**src/rtl/bcd_updown_counter_if.sv**
```systemverilog
// Control and status bundle between the 1 Hz domain logic and the BCD counter.
interface bcd_updown_counter_if #(
  parameter int unsigned DIGITS = 2
);
  localparam int unsigned W = 4 * DIGITS;

  logic         en;
  logic         dir;
  logic         load;
  logic [W-1:0] load_val;
  logic [W-1:0] count_bcd;
  logic         at_max;
  logic         at_min;
  logic         wrap;
  logic         load_err;

  // Controller side: drives the controls, observes the count and flags.
  modport master (
    output en, dir, load, load_val,
    input  count_bcd, at_max, at_min, wrap, load_err
  );

  // Counter side.
  modport slave (
    input  en, dir, load, load_val,
    output count_bcd, at_max, at_min, wrap, load_err
  );
endinterface

```
**src/rtl/bcd_updown_counter.sv**
```systemverilog
// Multi-digit BCD up/down counter with programmable modulus, load and wrap/saturate.
module bcd_updown_counter #(
  parameter int unsigned DIGITS   = 2,
  parameter int unsigned MODULUS  = 60,
  parameter bit          SATURATE = 1'b0
) (
  input  logic                 clk_1Hz,
  input  logic                 reset,
  bcd_updown_counter_if.slave  bus
);

  localparam int unsigned W = 4 * DIGITS;

  // Packs an integer into BCD, digit 0 in the low nibble.
  function automatic logic [W-1:0] to_bcd(input int unsigned v);
    logic [W-1:0] r;
    int unsigned  t;
    r = '0;
    t = v;
    for (int unsigned i = 0; i < DIGITS; i++) begin
      r[4*i +: 4] = 4'(t % 10);
      t = t / 10;
    end
    return r;
  endfunction

  function automatic int unsigned pow10(input int unsigned n);
    int unsigned r;
    r = 1;
    for (int unsigned i = 0; i < n; i++) r = r * 10;
    return r;
  endfunction

  // Ripple BCD increment: a digit advances only when every lower digit rolled 9->0.
  function automatic logic [W-1:0] bcd_inc(input logic [W-1:0] v);
    logic [W-1:0] r;
    logic [3:0]   d;
    logic         carry;
    r     = v;
    carry = 1'b1;
    for (int unsigned i = 0; i < DIGITS; i++) begin
      d = v[4*i +: 4];
      if (carry) begin
        if (d == 4'd9) begin
          d = 4'd0;
        end else begin
          d     = d + 4'd1;
          carry = 1'b0;
        end
      end
      r[4*i +: 4] = d;
    end
    return r;
  endfunction

  // Ripple BCD decrement: a digit drops only when every lower digit rolled 0->9.
  function automatic logic [W-1:0] bcd_dec(input logic [W-1:0] v);
    logic [W-1:0] r;
    logic [3:0]   d;
    logic         borrow;
    r      = v;
    borrow = 1'b1;
    for (int unsigned i = 0; i < DIGITS; i++) begin
      d = v[4*i +: 4];
      if (borrow) begin
        if (d == 4'd0) begin
          d = 4'd9;
        end else begin
          d      = d - 4'd1;
          borrow = 1'b0;
        end
      end
      r[4*i +: 4] = d;
    end
    return r;
  endfunction

  // Top of range in BCD; packed BCD compares correctly as unsigned once digits are valid.
  localparam logic [W-1:0] MAX_BCD = to_bcd(MODULUS - 1);

  // Reject illegal parameterisations at elaboration.
  if (DIGITS < 1 || DIGITS > 4) begin : g_bad_digits
    $error("bcd_updown_counter: DIGITS out of range");
  end
  if (MODULUS < 2 || MODULUS > pow10(DIGITS)) begin : g_bad_modulus
    $error("bcd_updown_counter: MODULUS out of range");
  end

  logic [W-1:0] count_q, count_d;
  logic         max_q, max_d;
  logic         min_q, min_d;
  logic         wrap_q, wrap_d;
  logic         err_q, err_d;
  logic         digits_ok;
  logic         load_ok;

  // Load value must be well-formed BCD and inside the count range.
  always_comb begin
    digits_ok = 1'b1;
    for (int unsigned i = 0; i < DIGITS; i++) begin
      if (bus.load_val[4*i +: 4] > 4'd9) digits_ok = 1'b0;
    end
    load_ok = digits_ok && (bus.load_val <= MAX_BCD);
  end

  // Next value and flags: load beats enable; end-of-range wraps or saturates.
  always_comb begin
    count_d = count_q;
    wrap_d  = 1'b0;
    err_d   = 1'b0;
    if (bus.load) begin
      if (load_ok) count_d = bus.load_val;
      else         err_d   = 1'b1;
    end else if (bus.en) begin
      if (!bus.dir) begin
        if (count_q == MAX_BCD) begin
          if (!SATURATE) begin
            count_d = '0;
            wrap_d  = 1'b1;
          end
        end else begin
          count_d = bcd_inc(count_q);
        end
      end else begin
        if (count_q == '0) begin
          if (!SATURATE) begin
            count_d = MAX_BCD;
            wrap_d  = 1'b1;
          end
        end else begin
          count_d = bcd_dec(count_q);
        end
      end
    end
    max_d = (count_d == MAX_BCD);
    min_d = (count_d == '0);
  end

  // State and status registers; flags are registered alongside the count.
  always_ff @(posedge clk_1Hz or posedge reset) begin
    if (reset) begin
      count_q <= '0;
      max_q   <= 1'b0;
      min_q   <= 1'b1;
      wrap_q  <= 1'b0;
      err_q   <= 1'b0;
    end else begin
      count_q <= count_d;
      max_q   <= max_d;
      min_q   <= min_d;
      wrap_q  <= wrap_d;
      err_q   <= err_d;
    end
  end

  assign bus.count_bcd = count_q;
  assign bus.at_max    = max_q;
  assign bus.at_min    = min_q;
  assign bus.wrap      = wrap_q;
  assign bus.load_err  = err_q;

endmodule

```
**src/flat_wrapper.sv**
```systemverilog
// flat-port wrapper written by rule: the top's interface ports become plain ports
module bcd_updown_counter_flat 
#(
  parameter int unsigned DIGITS   = 2,
  parameter int unsigned MODULUS  = 60,
  parameter bit          SATURATE = 1'b0
)
  (clk_1Hz, reset, bus_en, bus_dir, bus_load, bus_load_val, bus_count_bcd, bus_at_max, bus_at_min, bus_wrap, bus_load_err);
  bcd_updown_counter_if #(.DIGITS(DIGITS)) bus_i ();
  input  logic clk_1Hz;
  input  logic reset;
  input wire logic [$bits(bus_i.en)-1:0] bus_en;
  input wire logic [$bits(bus_i.dir)-1:0] bus_dir;
  input wire logic [$bits(bus_i.load)-1:0] bus_load;
  input wire logic [$bits(bus_i.load_val)-1:0] bus_load_val;
  output wire logic [$bits(bus_i.count_bcd)-1:0] bus_count_bcd;
  output wire logic [$bits(bus_i.at_max)-1:0] bus_at_max;
  output wire logic [$bits(bus_i.at_min)-1:0] bus_at_min;
  output wire logic [$bits(bus_i.wrap)-1:0] bus_wrap;
  output wire logic [$bits(bus_i.load_err)-1:0] bus_load_err;
  assign bus_i.en = bus_en;
  assign bus_i.dir = bus_dir;
  assign bus_i.load = bus_load;
  assign bus_i.load_val = bus_load_val;
  assign bus_count_bcd = bus_i.count_bcd;
  assign bus_at_max = bus_i.at_max;
  assign bus_at_min = bus_i.at_min;
  assign bus_wrap = bus_i.wrap;
  assign bus_load_err = bus_i.load_err;
  bcd_updown_counter #(.DIGITS(DIGITS), .MODULUS(MODULUS), .SATURATE(SATURATE)) u_core (.clk_1Hz(clk_1Hz), .reset(reset), .bus(bus_i));
endmodule
```
**config.mk**
```make
export PLATFORM = sky130hd
export DESIGN_NAME = bcd_updown_counter_flat
export DESIGN_NICKNAME = d
export VERILOG_FILES = /design/src/rtl/bcd_updown_counter_if.sv /design/src/rtl/bcd_updown_counter.sv /design/src/flat_wrapper.sv
export SDC_FILE = /design/constraint.sdc
export NUM_CORES = 1
export LEC_CHECK = 0
export BUFFER_PORTS_ARGS = -buffer_cell sky130_fd_sc_hd__buf_2
export CAP_MARGIN = 20
export CORE_MARGIN = 2
export CORE_UTILIZATION = 45
export DETAILED_ROUTE_END_ITERATION = 16
export PLACE_DENSITY = 0.81
export REMOVE_ABC_BUFFERS = 1
export SLEW_MARGIN = 20
export SYNTH_ARGS = -nofsm -noshare
export SYNTH_HDL_FRONTEND = slang
export SYNTH_SLANG_ARGS = --single-unit
```
**constraint.sdc**
```tcl
create_clock -name clk_1Hz -period 2.1 [get_ports clk_1Hz]
set_input_delay 0.42 -clock clk_1Hz [delete_from_list [all_inputs] [get_ports clk_1Hz]]
set_output_delay 0.42 -clock clk_1Hz [all_outputs]
set_load 0.01 [all_outputs]
```
==> metrics.txt, run 1 <==
post-synthesis average cell area 8.683 sq um; kind of path behind the tightest hold check in2async; growth of design area from synthesis to finish 27.84%; cells taking the most area after synthesis sky130_fd_sc_hd__dfrtp_1 (24%), sky130_fd_sc_hd__a21oi_1 (5.2%), sky130_fd_sc_hd__ha_1 (4.3%); largest delay contributor family on the critical path compound AO/OA/AOI/OAI gates; number of cells on the worst reg-to-reg path 8; Net Sw Frac 0.4110; Crit-path slowest cell sky130_fd_sc_hd__dfrtp_2; unrepaired setup endpoints after global routing true; period utilization 1.004; portion of the post-synthesis area used by sequential elements 0.2611; floorplan die width 54.66 um; Vias 1249; uppermost signal routing layer after detailed routing met4; global placement routability congestion 1.001; count of yosys warnings during synthesis 0; Slew @ Worst Pin 0.4631 ns; 1st-iter DRT viols 38; VDD IR-drop max a little over 0.0006 V; P per Cell Area 730.7 mW/mm^2; vertical extent of the die 54.66 um; proportion of netlist area held by the largest area contributor 0.2384; worst hold slack around 0.13 ns; worst stage delay on the critical path approximately 0.44 ns; Logic pwr share 0.512; Synth Flop Type sky130_fd_sc_hd__dfrtp_1; die area 0.002988 sq mm; Worst EP arrival ~2.3 ns; largest fanout on the critical path 3; Tmin final 2.108 ns; Max clock buf depth 2; post-synthesis instance total about 130; number of endpoints with negative hold slack in the final report 0; Synth Cell Area ~0.0012 sq mm; layout cells sized above 1 0.3690; outcome complete, but fails checks; clock-pin slew on the worst setup and hold paths 0.08 ns; wire length of the first global-routing pass 4850 um; floorplan row count 18; clock share of power 0.175; maximum number of pins on one net before global-route repair 14; flip-flop and latch count after synthesis 12; max frequency approximately 470 MHz; max_cap viols 0; clock tree root driver cell sky130_fd_sc_hd__clkbuf_4; Clock Sink Count 12; worst path bufs/invs 2; Final Slew Violations 0; critical-path cell list inv_2 > ha_2 > nand3b_1 > a21oi_1 > mux2_1 > a221oi_1 > buf_4 > nor4_4; element type at the critical path start flop; nature of the critical path endpoint flop; Power Internal ~640 uW; post-place setup slack 0.008478 ns; Routed WL per cell 16.62 um; top-level I/O count 25; Setup violations, final 2; Static Leak 0.6750 nW; overall overflow remaining after global route 0; Detailed Place HPWL 2444 um; Initial Util 0.4704; number of buffers created by CTS 3; total design power between 1 and 1.5 mW; Post-synth EDFFs 0; Max Clock Skew 0.0004260 ns; top library cells by usage in the layout, fill and taps aside sky130_fd_sc_hd__buf_2 (24), sky130_fd_sc_hd__buf_4 (15), sky130_fd_sc_hd__a21oi_1 (12); insertion delay of the later-clocked pin in the worst-skew pair roughly 0.28 ns; net count reported at finish between 150 and 200; Routed Antenna Nets 0; number of DRC violations after detailed routing 0; worst slew margin relative to its limit 0.6909; First-pass DRT Iterations 4; number of antenna diodes 0; level count of the clock H-tree 1; routed metal-1 wire length between 1000 and 1500 um; number of antenna violations at the first check in global routing 0; via/cell ratio 6.308; CTS tree yes; final setup slack of the worst path -0.007898 ns; leading cell type in the layout, fill and taps excluded sky130_fd_sc_hd__buf_2; violated checks setup timing; largest area contributor in the netlist sky130_fd_sc_hd__dfrtp_1; kind of critical path reg2reg; Critical Path RT 2.26 ns; critical path depth in cells 8; number of buffers added on ports 24; fraction of synthesis flops using an asynchronous set or reset pin 1.000; met3 wire length 209 um; fin util 0.6014; Routed WL roughly 3300 um; met2 WL post-DR 1677 um; area of the placeable core 0.002455 sq mm; count of different cell masters after synthesis 55; total routing usage reported by global routing 0.2272; Hold Buf Count CTS 0; Reg power frac 0.313; number of global-route vias before repair 1125; Sw Pwr 443.4 uW
## worst paths after layout
check | slack, ns | end | startpoint
max | -0.008 | u_core.bus.at_max | u_core.bus.count_bcd[0]
min | 0.13 | u_core.bus.count_bcd[6] | reset
max reg2reg | -0.008 | u_core.bus.at_max | u_core.bus.count_bcd[0]
min reg2reg | 0.65 | u_core.bus.wrap | u_core.bus.count_bcd[7]
max in group asynchronous | 1.62 | u_core.bus.at_min | reset
min in group clk_1Hz | 0.46 | u_core.bus.at_min | bus_load_val[4]
## state kept, by name (all words and copies together), names as in the netlist
signal / count
u_core.bus.wrap: 1
u_core.bus.load_err: 1
u_core.bus.at_max: 1
u_core.bus.count_bcd: 8
u_core.bus.at_min: 1
## worst register-to-register path, stage by stage (launching register included)
cell,delay [ns]
sky130_fd_sc_hd__dfrtp_2,0.44
sky130_fd_sc_hd__inv_2,0.08
sky130_fd_sc_hd__ha_2,0.19
sky130_fd_sc_hd__nand3b_1,0.08
sky130_fd_sc_hd__a21oi_1,0.21
sky130_fd_sc_hd__mux2_1,0.36
sky130_fd_sc_hd__a221oi_1,0.37
sky130_fd_sc_hd__buf_4,0.21
sky130_fd_sc_hd__nor4_4,0.04
## final cells by class
cell class                      count  area [sq um]
Sequential cell                    12         304.0
Fill cell                         206         978.4
Multi-Input combinational cell    103         828.3
Timing Repair Buffer               39         232.7
Clock buffer                        4         36.28
Inverter                           10         37.54
Tap cell                           30         37.54
## power by group through the flow
stage / sequential (mW) / combinational (mW) / clock (mW)
CTS: 0.330 / 0.501 / 0.190
detailed placement: 0.334 / 0.498 / 0
global route: 0.345 / 0.597 / 0.197
finish: 0.338 / 0.553 / 0.188
global placement: 0.333 / 0.485 / 0
floorplan: 0.358 / 0.271 / 0
## layer usage
layer,global-route usage,up-vias
met4,0.09583,0
li1,-,569
met1,0.2742,591
met5,0,-
met3,0.01639,18
met2,0.4087,71
## Yosys cell counts, types with 2 or more instances
library cell,n
sky130_fd_sc_hd__a211oi_1,2
sky130_fd_sc_hd__a21boi_0,3
sky130_fd_sc_hd__a21oi_1,12
sky130_fd_sc_hd__a221oi_1,2
sky130_fd_sc_hd__a311oi_1,2
sky130_fd_sc_hd__buf_2,2
sky130_fd_sc_hd__clkbuf_1,5
sky130_fd_sc_hd__dfrtp_1,11
sky130_fd_sc_hd__ha_1,4
sky130_fd_sc_hd__inv_1,9
sky130_fd_sc_hd__mux2i_1,2
sky130_fd_sc_hd__nand2_1,6
sky130_fd_sc_hd__nand2b_1,5
sky130_fd_sc_hd__nand3_1,2
sky130_fd_sc_hd__nand3b_1,4
sky130_fd_sc_hd__nor2_1,7
sky130_fd_sc_hd__nor2b_1,6
sky130_fd_sc_hd__nor3_1,2
sky130_fd_sc_hd__nor4_2,2
sky130_fd_sc_hd__o211ai_1,3
sky130_fd_sc_hd__o21ai_0,5
sky130_fd_sc_hd__o21ai_1,4
## per-stage QoR
step	std cells	TNS [ns]	cell area, sq um
floorplan	125	0	1115
finish	198	-0.01456	1476
global route	198	-0.1608	1476
global placement	193	0	1378
CTS	197	0	1414
detailed placement	193	0	1378
## timing repair
item / in CTS / in global routing
gates resized for setup: 1 / 14
endpoints found under the setup margin: 1 / 4
setup buffers: 0 / 1
pin swaps: 0 / 5
## kinds of logic after synthesis
group                    share of synthesized area
multiplexers                               0.04008
AND/OR/NAND/NOR                             0.2633
buffers and inverters                      0.06717
adder cells (fa/ha/maj)                    0.04334
XOR/XNOR                                   0.01517
AO/OA/AOI/OAI                               0.3099
flip-flops                                  0.2611
Note: power is estimated with default switching activity, not from simulation.
==> run 2, diff against run 1 <==
--- a/config.mk
+++ b/config.mk
@@ -5,12 +5,13 @@
 export SDC_FILE = /design/constraint.sdc
 export NUM_CORES = 1
 export LEC_CHECK = 0
-export BUFFER_PORTS_ARGS = -buffer_cell sky130_fd_sc_hd__buf_2
+export BUFFER_PORTS_ARGS = -buffer_cell sky130_fd_sc_hd__buf_4
 export CAP_MARGIN = 20
 export CORE_MARGIN = 2
 export CORE_UTILIZATION = 45
 export DETAILED_ROUTE_END_ITERATION = 16
 export PLACE_DENSITY = 0.81
+export RECOVER_POWER = 50
 export REMOVE_ABC_BUFFERS = 1
 export SLEW_MARGIN = 20
 export SYNTH_ARGS = -nofsm -noshare
==> run 2 against run 1 <==
  * The flow now finishes without violations
  * Register-to-register slack better by 0.07 ns
  * Clock skew about the same
  * Sequential cell count unchanged
  * Total power up 3.7%
  * Sequential power about the same
  * Non-clock buffer count down 1
  * Clock power about the same
  * Hold slack better by 0.016 ns
  * Fmax up 3.3%
  * Critical path type unchanged
  * Largest cell class unchanged
==> metrics.txt, run 2 (synthesized netlist as in run 1, its figures left out) <==
worst stage delay on the critical path 0.41 ns (was 0.44 ns); P per Cell Area 729.9 mW/mm^2 (was 730.7 mW/mm^2); Final Slew Violations 0 (unchanged); Sw Pwr 453.9 uW (was 443.4 uW); Worst EP arrival 2.20 ns (was 2.27 ns); number of endpoints with negative hold slack in the final report 0 (unchanged); area of the placeable core 0.002455 sq mm (unchanged); unrepaired setup endpoints after global routing true (unchanged); Power Internal 664.8 uW (was 635.5 uW); wire length of the first global-routing pass 5099 um (was 4850 um); largest delay contributor family on the critical path simple AND/OR/NAND/NOR gates (was compound AO/OA/AOI/OAI gates); number of buffers created by CTS 3 (unchanged); net count reported at finish 185 (was 186); Tmin final 2.040 ns (was 2.108 ns); max frequency 490.2 MHz (was 474.4 MHz); First-pass DRT Iterations 4 (unchanged); leading cell type in the layout, fill and taps excluded sky130_fd_sc_hd__buf_4 (was sky130_fd_sc_hd__buf_2); Vias 1217 (was 1249); number of global-route vias before repair 1100 (was 1125); number of DRC violations after detailed routing 0 (unchanged); worst hold slack 0.1511 ns (was 0.1347 ns); Net Sw Frac 0.4057 (was 0.4110); Clock Sink Count 12 (unchanged); Routed Antenna Nets 0 (unchanged); maximum number of pins on one net before global-route repair 15 (was 14); overall overflow remaining after global route 0 (unchanged); 1st-iter DRT viols 53 (was 38); number of buffers added on ports 24 (unchanged); fin util 0.6244 (was 0.6014); kind of path behind the tightest hold check in2async (unchanged); top-level I/O count 25 (unchanged); max_cap viols 0 (unchanged); Static Leak 0.6726 nW (was 0.6750 nW); clock tree root driver cell sky130_fd_sc_hd__clkbuf_4 (unchanged); vertical extent of the die 54.66 um (unchanged); clock share of power 0.170 (was 0.175); VDD IR-drop max 0.0006881 V (was 0.0006141 V); clock-pin slew on the worst setup and hold paths 0.08 ns (about the same); total routing usage reported by global routing 0.2327 (was 0.2272); Detailed Place HPWL 2304 um (was 2444 um); die area 0.002988 sq mm (unchanged); Routed WL per cell 16.16 um (was 16.62 um); floorplan die width 54.66 um (unchanged); element type at the critical path start flop (unchanged); top library cells by usage in the layout, fill and taps aside sky130_fd_sc_hd__buf_4 (32), sky130_fd_sc_hd__a21oi_1 (11), sky130_fd_sc_hd__dfrtp_1 (10) (was sky130_fd_sc_hd__buf_2 (24), sky130_fd_sc_hd__buf_4 (15), sky130_fd_sc_hd__a21oi_1 (12)); largest fanout on the critical path 4 (was 3); via/cell ratio 6.178 (was 6.308); kind of critical path reg2reg (unchanged); Max clock buf depth 2 (unchanged); critical path depth in cells 8 (unchanged); growth of design area from synthesis to finish 32.72% (was 27.84%); number of antenna diodes 0 (unchanged); Initial Util 0.4704 (unchanged); period utilization 0.9713 (was 1.004); Crit-path slowest cell sky130_fd_sc_hd__dfrtp_1 (was sky130_fd_sc_hd__dfrtp_2); worst slew margin relative to its limit 0.6809 (was 0.6909); layout cells sized above 1 0.3473 (was 0.3690); critical-path cell list inv_2 > ha_4 > nor4b_4 > mux2_4 > o221ai_4 > a21bo_4 > nand4b_4 > nor4_4 (was inv_2 > ha_2 > nand3b_1 > a21oi_1 > mux2_1 > a221oi_1 > buf_4 > nor4_4); max FFs per register 8 (unchanged); CTS tree yes (unchanged); Routed WL 3184 um (was 3290 um); number of antenna violations at the first check in global routing 0 (unchanged); global placement routability congestion 0.9201 (was 1.001); level count of the clock H-tree 1 (unchanged); outcome finished clean (was complete, but fails checks); Setup violations, final 0 (was 2); number of cells on the worst reg-to-reg path 8 (unchanged); Critical Path RT 2.26 ns (about the same); floorplan row count 18 (unchanged); Slew @ Worst Pin 0.4781 ns (was 0.4631 ns); Reg power frac 0.305 (was 0.313); insertion delay of the later-clocked pin in the worst-skew pair 0.28 ns (about the same); Max Clock Skew 0.0004134 ns (was 0.0004260 ns); nature of the critical path endpoint flop (unchanged); worst path bufs/invs 1 (was 2); Logic pwr share 0.525 (was 0.512)
[run 2: changes by cell type in the layout (fill, tap and decap cells not counted), sizes merged]
| cell | change |
|---|---|
| buf | -7 |
| clkbuf | +6 |
[run 2: repair_timing]
| action | in CTS | in global routing |
|---|---|---|
| resized for setup | 2 | 14 |
| hold buffers | 0 | 0 |
| setup buffers | 2 | 2 |
| pin swaps | 0 | 4 |
| endpoints found under the setup margin | 2 | 3 |
[run 2: final timing paths]
kind / from / endpoint / slack [ns]
max in group asynchronous: reset / u_core.bus.count_bcd[2] / 1.60
worst max-delay path: u_core.bus.count_bcd[0] / u_core.bus.at_max / 0.06
worst max register to register: u_core.bus.count_bcd[0] / u_core.bus.at_max / 0.06
worst min register to register: u_core.bus.count_bcd[2] / u_core.bus.count_bcd[2] / 0.68
worst min-delay path: reset / u_core.bus.count_bcd[5] / 0.15
min in group clk_1Hz: bus_load_val[4] / u_core.bus.at_min / 0.43
[run 2: layout make-up]
class	count	area (sq um)
Fill cell	186	922.1
Timing Repair Buffer	38	270.3
Tap cell	30	37.54
Clock buffer	4	36.28
Sequential cell	12	302.8
Multi-Input combinational cell	103	848.3
Inverter	10	37.54
[run 2: power by group through the flow]
stage | Combinational, mW | Clock [mW] | Sequential [mW]
after floorplan | 0.271 | 0 | 0.358
after global placement | 0.496 | 0 | 0.340
after detailed placement | 0.507 | 0 | 0.341
after CTS | 0.527 | 0.191 | 0.335
after global routing | 0.632 | 0.200 | 0.349
final | 0.587 | 0.191 | 0.341
[run 2: metal layers]
| layer | vias up | part of all wire | global-route usage |
|---|---|---|---|
| li1 | 566 | - | - |
| met1 | 562 | 0.42 | 0.3193 |
| met2 | 82 | 0.50 | 0.3651 |
| met3 | 7 | 0.077 | 0.02186 |
| met4 | 0 | 0.011 | 0.1083 |
| met5 | - | 0 | 0 |
[run 2: per-stage QoR]
stage               setup slack, ns  setup TNS, ns  std cells  instance area [sq um]  total power [mW]
finish                      0.06019              0        197                   1533             1.119
global route              -0.008459      -0.008459        197                   1533             1.181
CTS                        0.005400              0        195                   1461             1.052
detailed placement         -0.06485       -0.06889        189                   1408            0.8482
global placement           -0.04920       -0.04920        189                   1408            0.8357
floorplan                   0.03994              0        125                   1115            0.6286
